$ cat config.mk
export PLATFORM = sky130hd
export DESIGN_NAME = uart_rx_core
export DESIGN_NICKNAME = d
export VERILOG_FILES = /design/src/rtl/uart_rx_core.sv
export SDC_FILE = /design/constraint.sdc
export NUM_CORES = 1
export LEC_CHECK = 0
export ABC_AREA = 1
export CORE_MARGIN = 2
export CORE_UTILIZATION = 45
export CTS_CLUSTER_SIZE = 14
export DETAILED_ROUTE_END_ITERATION = 12
export PLACE_DENSITY = 0.73
export REMOVE_ABC_BUFFERS = 1
export SETUP_SLACK_MARGIN = 0.15
export SLEW_MARGIN = 20
export SYNTH_ARGS = -nofsm -noshare
export SYNTH_HDL_FRONTEND = slang
export SYNTH_SLANG_ARGS = --single-unit
$ cat constraint.sdc
create_clock -name clk -period 3.74 [get_ports clk]
set_input_delay 0.561 -clock clk [delete_from_list [all_inputs] [get_ports clk]]
set_output_delay 0.561 -clock clk [all_outputs]
set_load 0.005 [all_outputs]
$ cat src/rtl/uart_rx_core.sv
// uart_rx_core -- 8N1 asynchronous serial receiver.
//
// Synchronises the rxd pin, finds the start bit, samples every bit at its
// middle and hands complete bytes to a one-deep holding register that the
// CPU drains through CSR reads.
//
// Ports:
//   clk         system clock
//   rst         asynchronous reset, active-high
//   rxd         serial input, idle high, asynchronous to clk
//   rd          single-cycle read strobe; consumes the holding register
//   rdata[7:0]  holding register (stable while d_valid = 1)
//   d_valid     holding register contains an unread byte
//   overflow    sticky: a byte arrived while d_valid = 1 and was dropped
//   clr_ovrflw  level input; clears overflow while high
//   frame_err   one-cycle pulse; stop bit sampled low
module uart_rx_core #(
  parameter int CLKS_PER_BIT = 434,
  parameter int SYNC_STAGES  = 2
) (
  input  logic       clk,
  input  logic       rst,
  input  logic       rxd,
  input  logic       rd,
  output logic [7:0] rdata,
  output logic       d_valid,
  output logic       overflow,
  input  logic       clr_ovrflw,
  output logic       frame_err
);

  localparam int CW   = $clog2(CLKS_PER_BIT);
  localparam int HALF = CLKS_PER_BIT >> 1;
  localparam logic [CW-1:0] BIT_LAST  = CW'(CLKS_PER_BIT - 1);
  localparam logic [CW-1:0] HALF_LAST = CW'(HALF - 1);

  typedef enum logic [2:0] {
    IDLE,
    START,
    DATA,
    STOP,
    BRK
  } state_t;

  // ---------------------------------------------------------------------
  // rxd synchroniser; resets to the idle (high) line level so a reset never
  // looks like a start bit.
  // ---------------------------------------------------------------------
  logic [SYNC_STAGES-1:0] sync;
  logic                   rxs;

  always_ff @(posedge clk or posedge rst) begin
    if (rst) begin
      sync <= '1;
    end else begin
      sync <= {sync[SYNC_STAGES-2:0], rxd};
    end
  end

  assign rxs = sync[SYNC_STAGES-1];

  // ---------------------------------------------------------------------
  // Receive FSM
  // ---------------------------------------------------------------------
  state_t          state, state_n;
  logic [CW-1:0]   cnt, cnt_n;
  logic [2:0]      idx, idx_n;
  logic [7:0]      shift, shift_n;
  logic            load;
  logic            ferr_ev;

  always_ff @(posedge clk or posedge rst) begin
    if (rst) begin
      state <= IDLE;
      cnt   <= '0;
      idx   <= '0;
      shift <= '0;
    end else begin
      state <= state_n;
      cnt   <= cnt_n;
      idx   <= idx_n;
      shift <= shift_n;
    end
  end

  always_comb begin
    state_n = state;
    cnt_n   = cnt;
    idx_n   = idx;
    shift_n = shift;
    load    = 1'b0;
    ferr_ev = 1'b0;
    case (state)
      IDLE: begin
        if (!rxs) begin
          cnt_n   = '0;
          state_n = START;
        end
      end
      START: begin
        // Half a bit after the falling edge we are mid start bit; a high
        // line here means the edge was a glitch.
        if (cnt == HALF_LAST) begin
          cnt_n = '0;
          if (rxs) begin
            state_n = IDLE;
          end else begin
            idx_n   = '0;
            state_n = DATA;
          end
        end else begin
          cnt_n = cnt + CW'(1);
        end
      end
      DATA: begin
        if (cnt == BIT_LAST) begin
          cnt_n        = '0;
          shift_n[idx] = rxs;
          idx_n        = idx + 3'd1;
          if (idx == 3'd7) begin
            state_n = STOP;
          end
        end else begin
          cnt_n = cnt + CW'(1);
        end
      end
      STOP: begin
        // Returning to IDLE at mid stop bit leaves half a bit of margin to
        // catch a back-to-back start edge.
        if (cnt == BIT_LAST) begin
          cnt_n = '0;
          if (rxs) begin
            load    = 1'b1;
            state_n = IDLE;
          end else begin
            ferr_ev = 1'b1;
            state_n = BRK;
          end
        end else begin
          cnt_n = cnt + CW'(1);
        end
      end
      BRK: begin
        // Wait out a break condition so a held-low line is not re-read as
        // a stream of start bits.
        if (rxs) begin
          state_n = IDLE;
        end
      end
      default: begin
        state_n = IDLE;
      end
    endcase
  end

  // ---------------------------------------------------------------------
  // Holding register and status flags
  // ---------------------------------------------------------------------
  always_ff @(posedge clk or posedge rst) begin
    if (rst) begin
      rdata     <= 8'h00;
      d_valid   <= 1'b0;
      overflow  <= 1'b0;
      frame_err <= 1'b0;
    end else begin
      frame_err <= ferr_ev;

      if (load) begin
        // A read in the load cycle frees the slot for the incoming byte.
        if (!d_valid || rd) begin
          rdata <= shift;
        end
        d_valid <= 1'b1;
      end else if (rd) begin
        d_valid <= 1'b0;
      end

      // Set has priority over clear so a simultaneous event is not lost.
      if (load && d_valid && !rd) begin
        overflow <= 1'b1;
      end else if (clr_ovrflw) begin
        overflow <= 1'b0;
      end
    end
  end

endmodule

# Word level (Yosys, flattened, before mapping)
# Cells that the tools add are included.
# Widths: inputs -> output; s select.
[word_totals]
reg_bits = 36
input_bits = 5
output_inout_bits = 11
elab_cells = 74
[classes]
n_addsub = 2
order_cmp = 2
eq_ne = 14
mux = 30
reduce_logical = 17
[op_table]
columns = ["cell", "n"]
rows = [
  ["$mux 3", 10],
  ["$mux 9", 3],
  ["$pmux 9 s3", 1],
  ["$pmux 3 s5", 1],
  ["$ne 2x2->1 const B", 7],
  ["$mux 1", 11],
  ["$add 9x1->9 const B", 1],
  ["$eq 9x8->1 const B", 1],
  ["$eq 9x9->1 const B", 1],
  ["$bwmux 8", 1],
  ["$eq 3x2->1 const B", 2],
  ["$eq 3x3->1 const B", 2],
  ["$pmux 3 s2", 1],
  ["$reduce_and 2->1", 3],
  ["$reduce_and 6->1", 1],
  ["$reduce_bool 2->1", 3],
  ["$lt 3x4->1 const B", 1],
  ["$reduce_and 4->1", 1],
  ["$add 3x1->3 const B", 1],
  ["$demux 1 s3", 1],
  ["$eq 3x1->1 const B", 1],
  ["$ge 3x1->1 const B", 1],
  ["$logic_and 1x1->1", 3],
  ["$logic_not 3->1", 1],
  ["5 further kinds", 6],
]

# Depth between registers and ports, before layout
# Gate-level depths: netlist of the first run.
[depth]
word_depth = 6
depth_mapped = 10
mapped_depth_nobuf = 10

# Worst setup path after synthesis of the first run
# Ideal clock, no wire load.
[synth_path]
kind = "register to register"
start = "register cnt[1]"
end = "register rdata[0]"
setup_time_ns = 0.117
t_arrival_ns = 1.292
t_required_ns = 3.623
path_slack_ns = 2.331
path_stages_with_launch = 11
n_path_buf = 1
period_less_slack_ns = 1.409
path_cell_list = "dfrtp_1 inv_1 ha_1 nand2_1 nor2_1 nand2_1 inv_2 nand3_4 buf_6 nand2_2 o21ai_2"
[synth_between]
elab_chain_len = 4
[synth_lines]
columns = ["item", "line_no", "source"]
rows = [
  ["start: declaration", "66", "logic [CW-1:0] cnt, cnt_n;"],
  ["start signal: assignment", "80", "cnt <= cnt_n;"],
  ["$eq 9x9->1", "130", "if (cnt == BIT_LAST) begin"],
  ["$mux 1", "130", ""],
  ["$mux 1", "93", "case (state)"],
  ["$reduce_and 2->1 (no source line)", "n/a", ""],
  ["end signal: assignment", "171", "rdata <= shift;"],
  ["end: declaration", "25", "output logic [7:0] rdata,"],
]
# No other way between the ends.
# A chain may end at the register's enable or synchronous reset.

# Final worst setup path of the first run
[layout_path]
start = "register rdata[6]"
end = "output rdata[6]"
# No word-level cell between the ends.

==> run summary, run 1 <==
The cell area after synthesis is 0.00200 mm2, and the synthesis-to-layout area growth is 15.8%. In this run the critical register-to-register path is launched from cnt[1]. The worst hold path begins at sync[0]. The overall die area was 0.00499 mm2; the number of placement rows was 24. The tool flagged a number of max-cap violations equal to 0. The post-detailed-route count of antenna-violating nets is 0. The worst pin sits at a relative slew slack of 67.8%. The number of non-filler instances in the completed layout is 339, and the total number of vias is 1662.

The minimum setup slack among reg-to-reg paths came out at 2.09 ns. The run gives 6630 um as the global-route wire length before repair. The hold-fix buffer count after cts was 0; the average cell area after synthesis was 7.55 um2. The wire-length estimate of the detail-placed layout is 2630 um.

The longest clock path from root to sink contains 2 buffers. Clock-pin slew was measured on the worst setup and hold paths at 0.08 ns. The number of pins with negative max-slew slack in the final report was 0; the combined buffer and inverter count along the critical path was 1. For this run, the slowest stage of the critical path takes 0.52 ns. Global routing consumed, over all layers together, 16.5% of the routing resources.

The worst register-to-register path ends at cnt[6]. In the routed layout, each cell is associated on average with a via count of 4.90. The number of synthesized flops with an enable pin is 0, and the count of H-tree levels built during CTS is 2. The run gives 5 as the number of CTS-inserted buffers. The worst path uses 46.2% of the clock period. By instance count, the leading cell after synthesis is sky130_fd_sc_hd__nand2_1.

Clock tree synthesis found a total of 36 sinks. The clock tree root buffer cell is sky130_fd_sc_hd__clkbuf_8. The run finished with clean final reports. The combinational cell fraction of total power is 2.0%. Between clock sinks in the finished design, the worst skew comes to 0.0102 ns. During synthesis, Yosys emitted a total of 0 warnings. In this run the static leakage power is 1.20 nW. In the routed design, unresolved DRC markers number 0. Sequential cells were found to cover 45.2% of the synthesized design area. The area share of the largest cell type after synthesis is 42.5%, and the peak supply drop is 0.117 mV. Gate family responsible for the most delay along the worst path: buffers and inverters. Counting cells, the worst reg-to-reg path comes to 9. The insertion delay of the later-clocked pin in the worst-skew pair came out at 0.29 ns. The tools report the number of nets in the final layout as 296.

For the finished layout, the period the worst path requires is 1.73 ns. For the top-level port count, the log shows 16. The number of antenna diodes is 0, and the internal power of the cells is 0.593 mW. The logs give 4 for the first-pass iteration count of the detailed router and 265 for the number of instances in the synthesized netlist. The average routed wire per standard cell is 10.6 um.

Among all flip-flop cells after synthesis, the most frequent one is sky130_fd_sc_hd__dfrtp_1. The fraction of layout cells with a size suffix above 1 came out at 12.9%. Power comes to 0.744 mW. The leading area contributor after synthesis was sky130_fd_sc_hd__dfrtp_1. The clock network accounts for 45.2% of the total power.

The floorplan die width was 70.7 um. For this configuration, the core starts out at a cell density of 46.3%. Final hold analysis gives a worst-case slack of 0.360 ns.

The path with the worst hold slack has its endpoint at sync[1]. Power spread over the standard cell area amounts to 321 mW/mm2. The slowest stage of the critical path is the sky130_fd_sc_hd__clkdlybuf4s50_1 cell. The category of the worst setup path capture point was a primary output. Entering global routing, the biggest net connects 37 pins.

After routing the design area is 0.00232 mm2. Counting tap cells, the placed design contains a total of 331 instances. The height of the die was 70.7 um; the post-cts gate resize count was 0. The netlist uses 24 different library cells.

Setup violations remaining at the end of the flow were counted as 0. For the routability-driven placement congestion ratio, the log shows 0.824. The highest fanout seen on the critical path works out to 2. After synthesis the netlist holds a flip-flop and latch count of 36. The analysis attributes to net switching a power of 0.150 mW. The setup TNS after final layout is 0 ns, and the pin slew with the least headroom to its limit is 0.484 ns. Setup repair after global routing left no endpoint under its margin.

The region available for standard cell placement spans 0.00432 mm2. Number of hold violations in the final report: 0. The first routing iteration left 89 violations. In the synthesized netlist the async set-or-reset flop fraction comes to 100%. In this run the post-CTS setup repair buffer count came out at 0. The number of antenna violations at the first check in global routing is 0, and the number of cells on the worst hold path is 0. For this run, the top clock speed supported by timing is 578 MHz. The worst setup path is of the reg -> out kind. STA classifies the critical path startpoint as a register. Summed over all layers, the global routing overflow is 0. Ranked by total cell area, the synthesized netlist is headed by sky130_fd_sc_hd__dfrtp_1 43%, sky130_fd_sc_hd__nand2_1 17%, sky130_fd_sc_hd__inv_1 6.9%.

The final layout contains routed wiring with a total length of 3600 um. For the total placed instance area, the log shows 0.00220 mm2. The number of global-route vias before repair came out at 1535. The data required time at the worst endpoint was 3.18 ns. The arrival time at the worst endpoint was 1.17 ns.

Input and output buffers added on the ports amount to 15. The critical path goes through clkdlybuf4s50_1. The switching share of total power came out at 20.2%.

Ranked by instance count, the synthesized netlist is headed by 90 x sky130_fd_sc_hd__nand2_1, 37 x sky130_fd_sc_hd__inv_1, 34 x sky130_fd_sc_hd__dfrtp_1. The run gives 52.8% as the sequential fraction of design power. Class of the worst hold path: reg -> reg. TritonCTS built the clock tree.
stage by stage:
step | util [%] | worst slack [ns]
floorplan | - | 2.33
global placement | 51.0 | 2.04
detailed placement | 51.0 | 2.01
CTS | 53.6 | 2.01
global route | 53.6 | 1.95
finish | 53.6 | 2.01
logic make-up after synthesis:
family                     count (synthesis)  share of synthesized area, %
DFF                                       36                          45.2
buffers and inverters                     43                          8.63
and+or+nand+nor                          165                          37.2
AOI/OAI and AO/OA                         15                          5.44
xor gates and xnor gates                   1                         0.438
adders and majority gates                  5                          3.13
worst max-delay path by stage:
stage | startpoint | to | slack, ns | cells past startpoint
3_3_place_gp | rd | rdata[4] | 2.04 | 6
3_5_place_dp | rd | rdata[3] | 2.01 | 6
2_1_floorplan | cnt[1] | rdata[1] | 2.33 | 9
4_1_cts | rdata[0] | rdata[0] | 2.01 | 1
6_report | rdata[6] | rdata[6] | 2.01 | 1
5_1_grt | cnt[1] | cnt[6] | 1.95 | 9
area by class of cell:
class / instances / area, um2
Clock buffer: 5 / 68.8
Tap cell: 52 / 65.1
Fill cell: 410 / 2010
Inverter: 41 / 154
Multi-Input combinational cell: 186 / 925
Timing Repair Buffer: 16 / 158
Clock inverter: 3 / 42.5
Sequential cell: 36 / 903
flip-flops by register name, indices dropped and copies added (netlist names):
| register | flops |
|---|---|
| state | 3 |
| rdata | 8 |
| overflow | 1 |
| d_valid | 1 |
| shift | 8 |
| cnt | 9 |
| frame_err | 1 |
| idx | 3 |
| sync | 2 |
power groups by stage:
| stage | registers [mW] | logic, mW | clock network (mW) |
|---|---|---|---|
| floorplan | 0.400 | 0.00786 | 0 |
| global placement | 0.400 | 0.0153 | 0 |
| detailed placement | 0.400 | 0.0155 | 0 |
| CTS | 0.393 | 0.0156 | 0.347 |
| global route | 0.393 | 0.0172 | 0.361 |
| finish | 0.393 | 0.0146 | 0.336 |
per-layer routing:
layer | routed length [um] | global-route usage, %
met5 | 0 | 0
met2 | 1600 | 26.0
met3 | 164 | 2.99
met4 | 65 | 7.55
met1 | 1770 | 22.4
cell usage in the layout (no fill, tap or decap), types with 4 or more instances in the layout:
cell type / n
sky130_fd_sc_hd__clkbuf_8: 5
sky130_fd_sc_hd__clkdlybuf4s50_1: 15
sky130_fd_sc_hd__dfrtp_1: 34
sky130_fd_sc_hd__ha_1: 5
sky130_fd_sc_hd__inv_1: 37
sky130_fd_sc_hd__inv_2: 4
sky130_fd_sc_hd__nand2_1: 90
sky130_fd_sc_hd__nand2_2: 6
sky130_fd_sc_hd__nand3_1: 23
sky130_fd_sc_hd__nand4_1: 10
sky130_fd_sc_hd__nor2_1: 26
sky130_fd_sc_hd__o21ai_0: 4
sky130_fd_sc_hd__o21ai_2: 8
No activity file was read; power rests on OpenSTA's default activity.
==> run 2, diff against run 1 <==
--- a/config.mk
+++ b/config.mk
@@ -10,7 +10,7 @@
 export CORE_UTILIZATION = 45
 export CTS_CLUSTER_SIZE = 14
 export DETAILED_ROUTE_END_ITERATION = 12
-export PLACE_DENSITY = 0.73
+export PLACE_DENSITY = 0.76
 export REMOVE_ABC_BUFFERS = 1
 export SETUP_SLACK_MARGIN = 0.15
 export SLEW_MARGIN = 20
==> constraint.sdc (replaced) <==
create_clock -name clk -period 1.4 [get_ports clk]
set_input_delay 0.21 -clock clk [delete_from_list [all_inputs] [get_ports clk]]
set_output_delay 0.21 -clock clk [all_outputs]
set_load 0.005 [all_outputs]
==> run 2 against run 1 <==
Effect of this change: highest routed layer unchanged; the flow now finishes with violations (negative setup slack); setup slack got worse by 2.1 ns; sequential power rose to 2.7 times the previous value; via count is 20% higher; wire length rose by 47%; critical endpoint is now state[2]; largest cell class unchanged; first-iteration DRC count is 79% higher.
==> run summary, run 2 (synthesis gave the netlist of run 1 again) <==
The average routed wire per standard cell is 13.9 um (+31%). For the number of pins with negative max-slew slack in the final report, the log shows 0 (unchanged). The number of non-filler instances in the completed layout was 381 (+12%); the arrival time at the worst endpoint was 1.72 ns (+0.55 ns). The tools report the global-route wire length before repair as 8580 um (+29%). The total number of vias is 1987 (+20%). The tools report the number of antenna diodes as 0 (unchanged). The height of the die came out at 70.7 um (unchanged). The worst register-to-register path begins at cnt[1]. The cell count of the worst reg-to-reg path was 10 (+1); the overall track demand over capacity in global routing was 21.8% (+5.2 points). The run finished, with violations left. The tools report the normalized max-slew margin as 77.4% (+9.6 points). TritonCTS built the clock tree. The number of global-route vias before repair is 1947 (+27%).

In this run the worst setup path begins at cnt[1]. The pin count of the biggest net entering global routing is 37 (unchanged). The data required time at the worst endpoint came out at 1.62 ns (-1.56 ns). The number of sinks on the clock net was 36 (unchanged). For the setup TNS after final layout, the log shows -1.22 ns (-1.22 ns). The via-per-instance ratio is 5.22 (+6.4%). More flip-flops sit in one register than any other, and that register is cnt. For the placed wire-length estimate, the log shows 2940 um (+12%).

The reported leakage power was 1.49 nW (+25%); the total wire length after detailed routing was 5300 um (+47%). Class of the worst hold path: in -> async. For the post-detailed-route count of antenna-violating nets, the log shows 0 (unchanged). Walking the worst path, the cells encountered are inv_2 -> buf_4 -> ha_4 -> nand2_1 -> nor2_2 -> nand2_2 -> nand2_4 -> buf_4 -> nand4_1 -> nand2_1.

Buffer depth of the longest clock path: 2 (unchanged). For this design, the slowest cell found on the critical path is sky130_fd_sc_hd__dfrtp_1. For the number of design-rule violations left by the first detailed-router iteration, the log shows 159 (+79%). The pin slew with the least headroom to its limit was 0.339 ns (-0.144 ns); the final worst clock skew was 0.00754 ns (-0.00271 ns).

Based on the critical path, the design can be clocked at up to 665 MHz. For the first-pass iteration count of the detailed router, the log shows 4 (unchanged). The number of CTS-inserted buffers came out at 5 (unchanged). Minimum setup slack among reg-to-reg paths: -0.10 ns (-2.19 ns).

The checks that failed: negative setup slack. The run gives 16 (unchanged) as the top-level port count. For the placeable core region, the log shows 0.00432 mm2 (unchanged). The remaining global-route overflow came out at 0 (unchanged).

The logs give 354 (+6.9%) for the number of placed cells counting well taps and 2 (unchanged) for the count of H-tree levels built during CTS. The fraction of layout cells with a size suffix above 1 was 37.7% (+25 points). The shortest period the worst path allows works out to 1.50 ns.

The critical path class is reg -> reg. Relative to the synthesized area, the layout overhead comes to 43.4%. The element type at the critical path start is a register.

The number of placement rows was 24 (unchanged); the highest cell delay on the worst timing path was 0.39 ns (-0.13 ns). The flip-flop count of the largest register after layout was 9 (unchanged). The hold-fix buffer count after cts is 0 (unchanged).

Leaving out fill and tap cells, the most frequent cell in the layout is sky130_fd_sc_hd__nand2_1. The worst hold margin came out at 0.259 ns (-0.101 ns). The tree is rooted in a sky130_fd_sc_hd__clkbuf_8. The highest fanout seen on the critical path was 5 (+3); the insertion delay of the later-clocked pin in the worst-skew pair was 0.29 ns (about the same). The final worst setup slack came out at -0.103 ns (-2.11 ns). The tools report the number of max-cap violations as 0 (unchanged). The final count of negative-setup-slack endpoints is 21 (+21). The count of unresolved DRC violations after routing was 0 (unchanged).

Overall die area: 0.00499 mm2 (unchanged). The number of antenna violations at the first check in global routing is 0 (unchanged). The worst setup path is captured at a register.

The tools report the number of hold violations in the final report as 0 (unchanged). Leaving out fill and tap cells, the most frequent cells in the layout are 73 x sky130_fd_sc_hd__nand2_1, 36 x sky130_fd_sc_hd__buf_4, 32 x sky130_fd_sc_hd__inv_1. The number of port buffers was 15 (unchanged); the floorplan die width was 70.7 um (unchanged). For the number of filler instances in the final layout, the log shows 315 (-23%).

In the final layout, the registers with the most flip-flops are cnt: 9 flops, rdata: 8 flops, shift: 8 flops. The number of nets in the final layout was 338 (+14%). Routability-driven placement congestion ratio: 0.898 (+8.9%). The total power divided by cell area was 702 mW/mm2 (+120%); the peak supply drop was 0.539 mV (+360%). The worst path uses 107% of the clock period. Setup repair after global routing could not meet its margin everywhere. For the overall power, the log shows 2.01 mW (+170%). The initial core utilization is 46.3% (unchanged), and the clock-pin slew on the worst setup and hold paths is 0.07 ns (about the same).
==> run 2: changes by cell type in the layout (fill, tap and decap cells not counted), moves of 5 or more <==
| cell | previous run | this run |
|---|---|---|
| sky130_fd_sc_hd__nand3_2 | 0 | 6 |
| sky130_fd_sc_hd__nor2_1 | 26 | 18 |
| sky130_fd_sc_hd__nand2_2 | 6 | 17 |
| sky130_fd_sc_hd__inv_1 | 37 | 32 |
| sky130_fd_sc_hd__nand2_1 | 90 | 73 |
| sky130_fd_sc_hd__buf_6 | 0 | 5 |
| sky130_fd_sc_hd__clkdlybuf4s50_1 | 15 | 4 |
| sky130_fd_sc_hd__nand2_4 | 1 | 7 |
| sky130_fd_sc_hd__buf_4 | 1 | 36 |
| sky130_fd_sc_hd__nand3_1 | 23 | 16 |
| sky130_fd_sc_hd__dlygate4sd2_1 | 0 | 11 |
==> run 2: where the power goes <==
part | internal (mW) | switching, mW
logic | 0.0262 | 0.0322
registers | 1.04 | 0.00301
clock network | 0.527 | 0.381
total | 1.60 | 0.416
==> run 2: what timing repair did <==
item / 4_1_cts / 5_1_grt
cloned: 1 / 0
buffers inserted: 17 / 1
pin swaps: 20 / 22
endpoints found under the setup margin: 44 / 34
hold endpoints to repair: 0 / 0
resized for setup: 59 / 23
==> run 2: per-layer routing <==
metal,wire length (um),vias to the layer above,share of wire [%],track usage [%]
met5,0,-,0,0
met4,182,0,3.4,9.22
met3,276,20,5.2,4.99
met2,2680,62,51,38.4
met1,2160,950,41,25.5
li1,-,955,-,-
==> run 2: layout make-up <==
cell class	count	area [um2]	share of cell area [%]
timing repair buffer	57	483	16.8
tap	52	65.1	2.27
clock inverter	3	42.5	1.48
sequential	36	908	31.7
clock buffer	5	68.8	2.40
inverter	41	161	5.63
multi-input combinational	187	1140	39.7
==> run 2: metrics by stage <==
| step | setup WS, ns | area [um2] | util, % |
|---|---|---|---|
| 2_1_floorplan | -0.00999 | 1980 | - |
| 3_3_place_gp | -0.0585 | 2390 | 55.3 |
| 3_5_place_dp | -0.113 | 2390 | 55.3 |
| 4_1_cts | -0.0458 | 2800 | 64.8 |
| 5_1_grt | -0.171 | 2870 | 66.3 |
| 6_report | -0.103 | 2870 | 66.3 |
==> run 2: final timing paths <==
path / endpoint
max: state[2]
min: cnt[4]
max in group asynchronous: sync[1]
min in group clk: sync[0]
min reg2reg: sync[1]
max reg2reg: state[2]
==> run 2: worst max-delay path: cells and delay by family (launching register included) <==
kind / cells / cell delay, ns
adder cells (fa/ha/maj): 1 / 0.11
buffers and inverters: 3 / 0.35
flip-flops: 1 / 0.39
AND/OR/NAND/NOR: 6 / 0.57
==> run 3, diff against run 2 <==
--- a/config.mk
+++ b/config.mk
@@ -6,10 +6,12 @@
 export NUM_CORES = 1
 export LEC_CHECK = 0
 export ABC_AREA = 1
+export CAP_MARGIN = 10
 export CORE_MARGIN = 2
 export CORE_UTILIZATION = 45
 export CTS_CLUSTER_SIZE = 14
 export DETAILED_ROUTE_END_ITERATION = 12
+export HOLD_SLACK_MARGIN = 0.03
 export PLACE_DENSITY = 0.76
 export REMOVE_ABC_BUFFERS = 1
 export SETUP_SLACK_MARGIN = 0.15
==> results of run 3 <==
No change in the layout: final DEF, timing and power equal those of run 2.
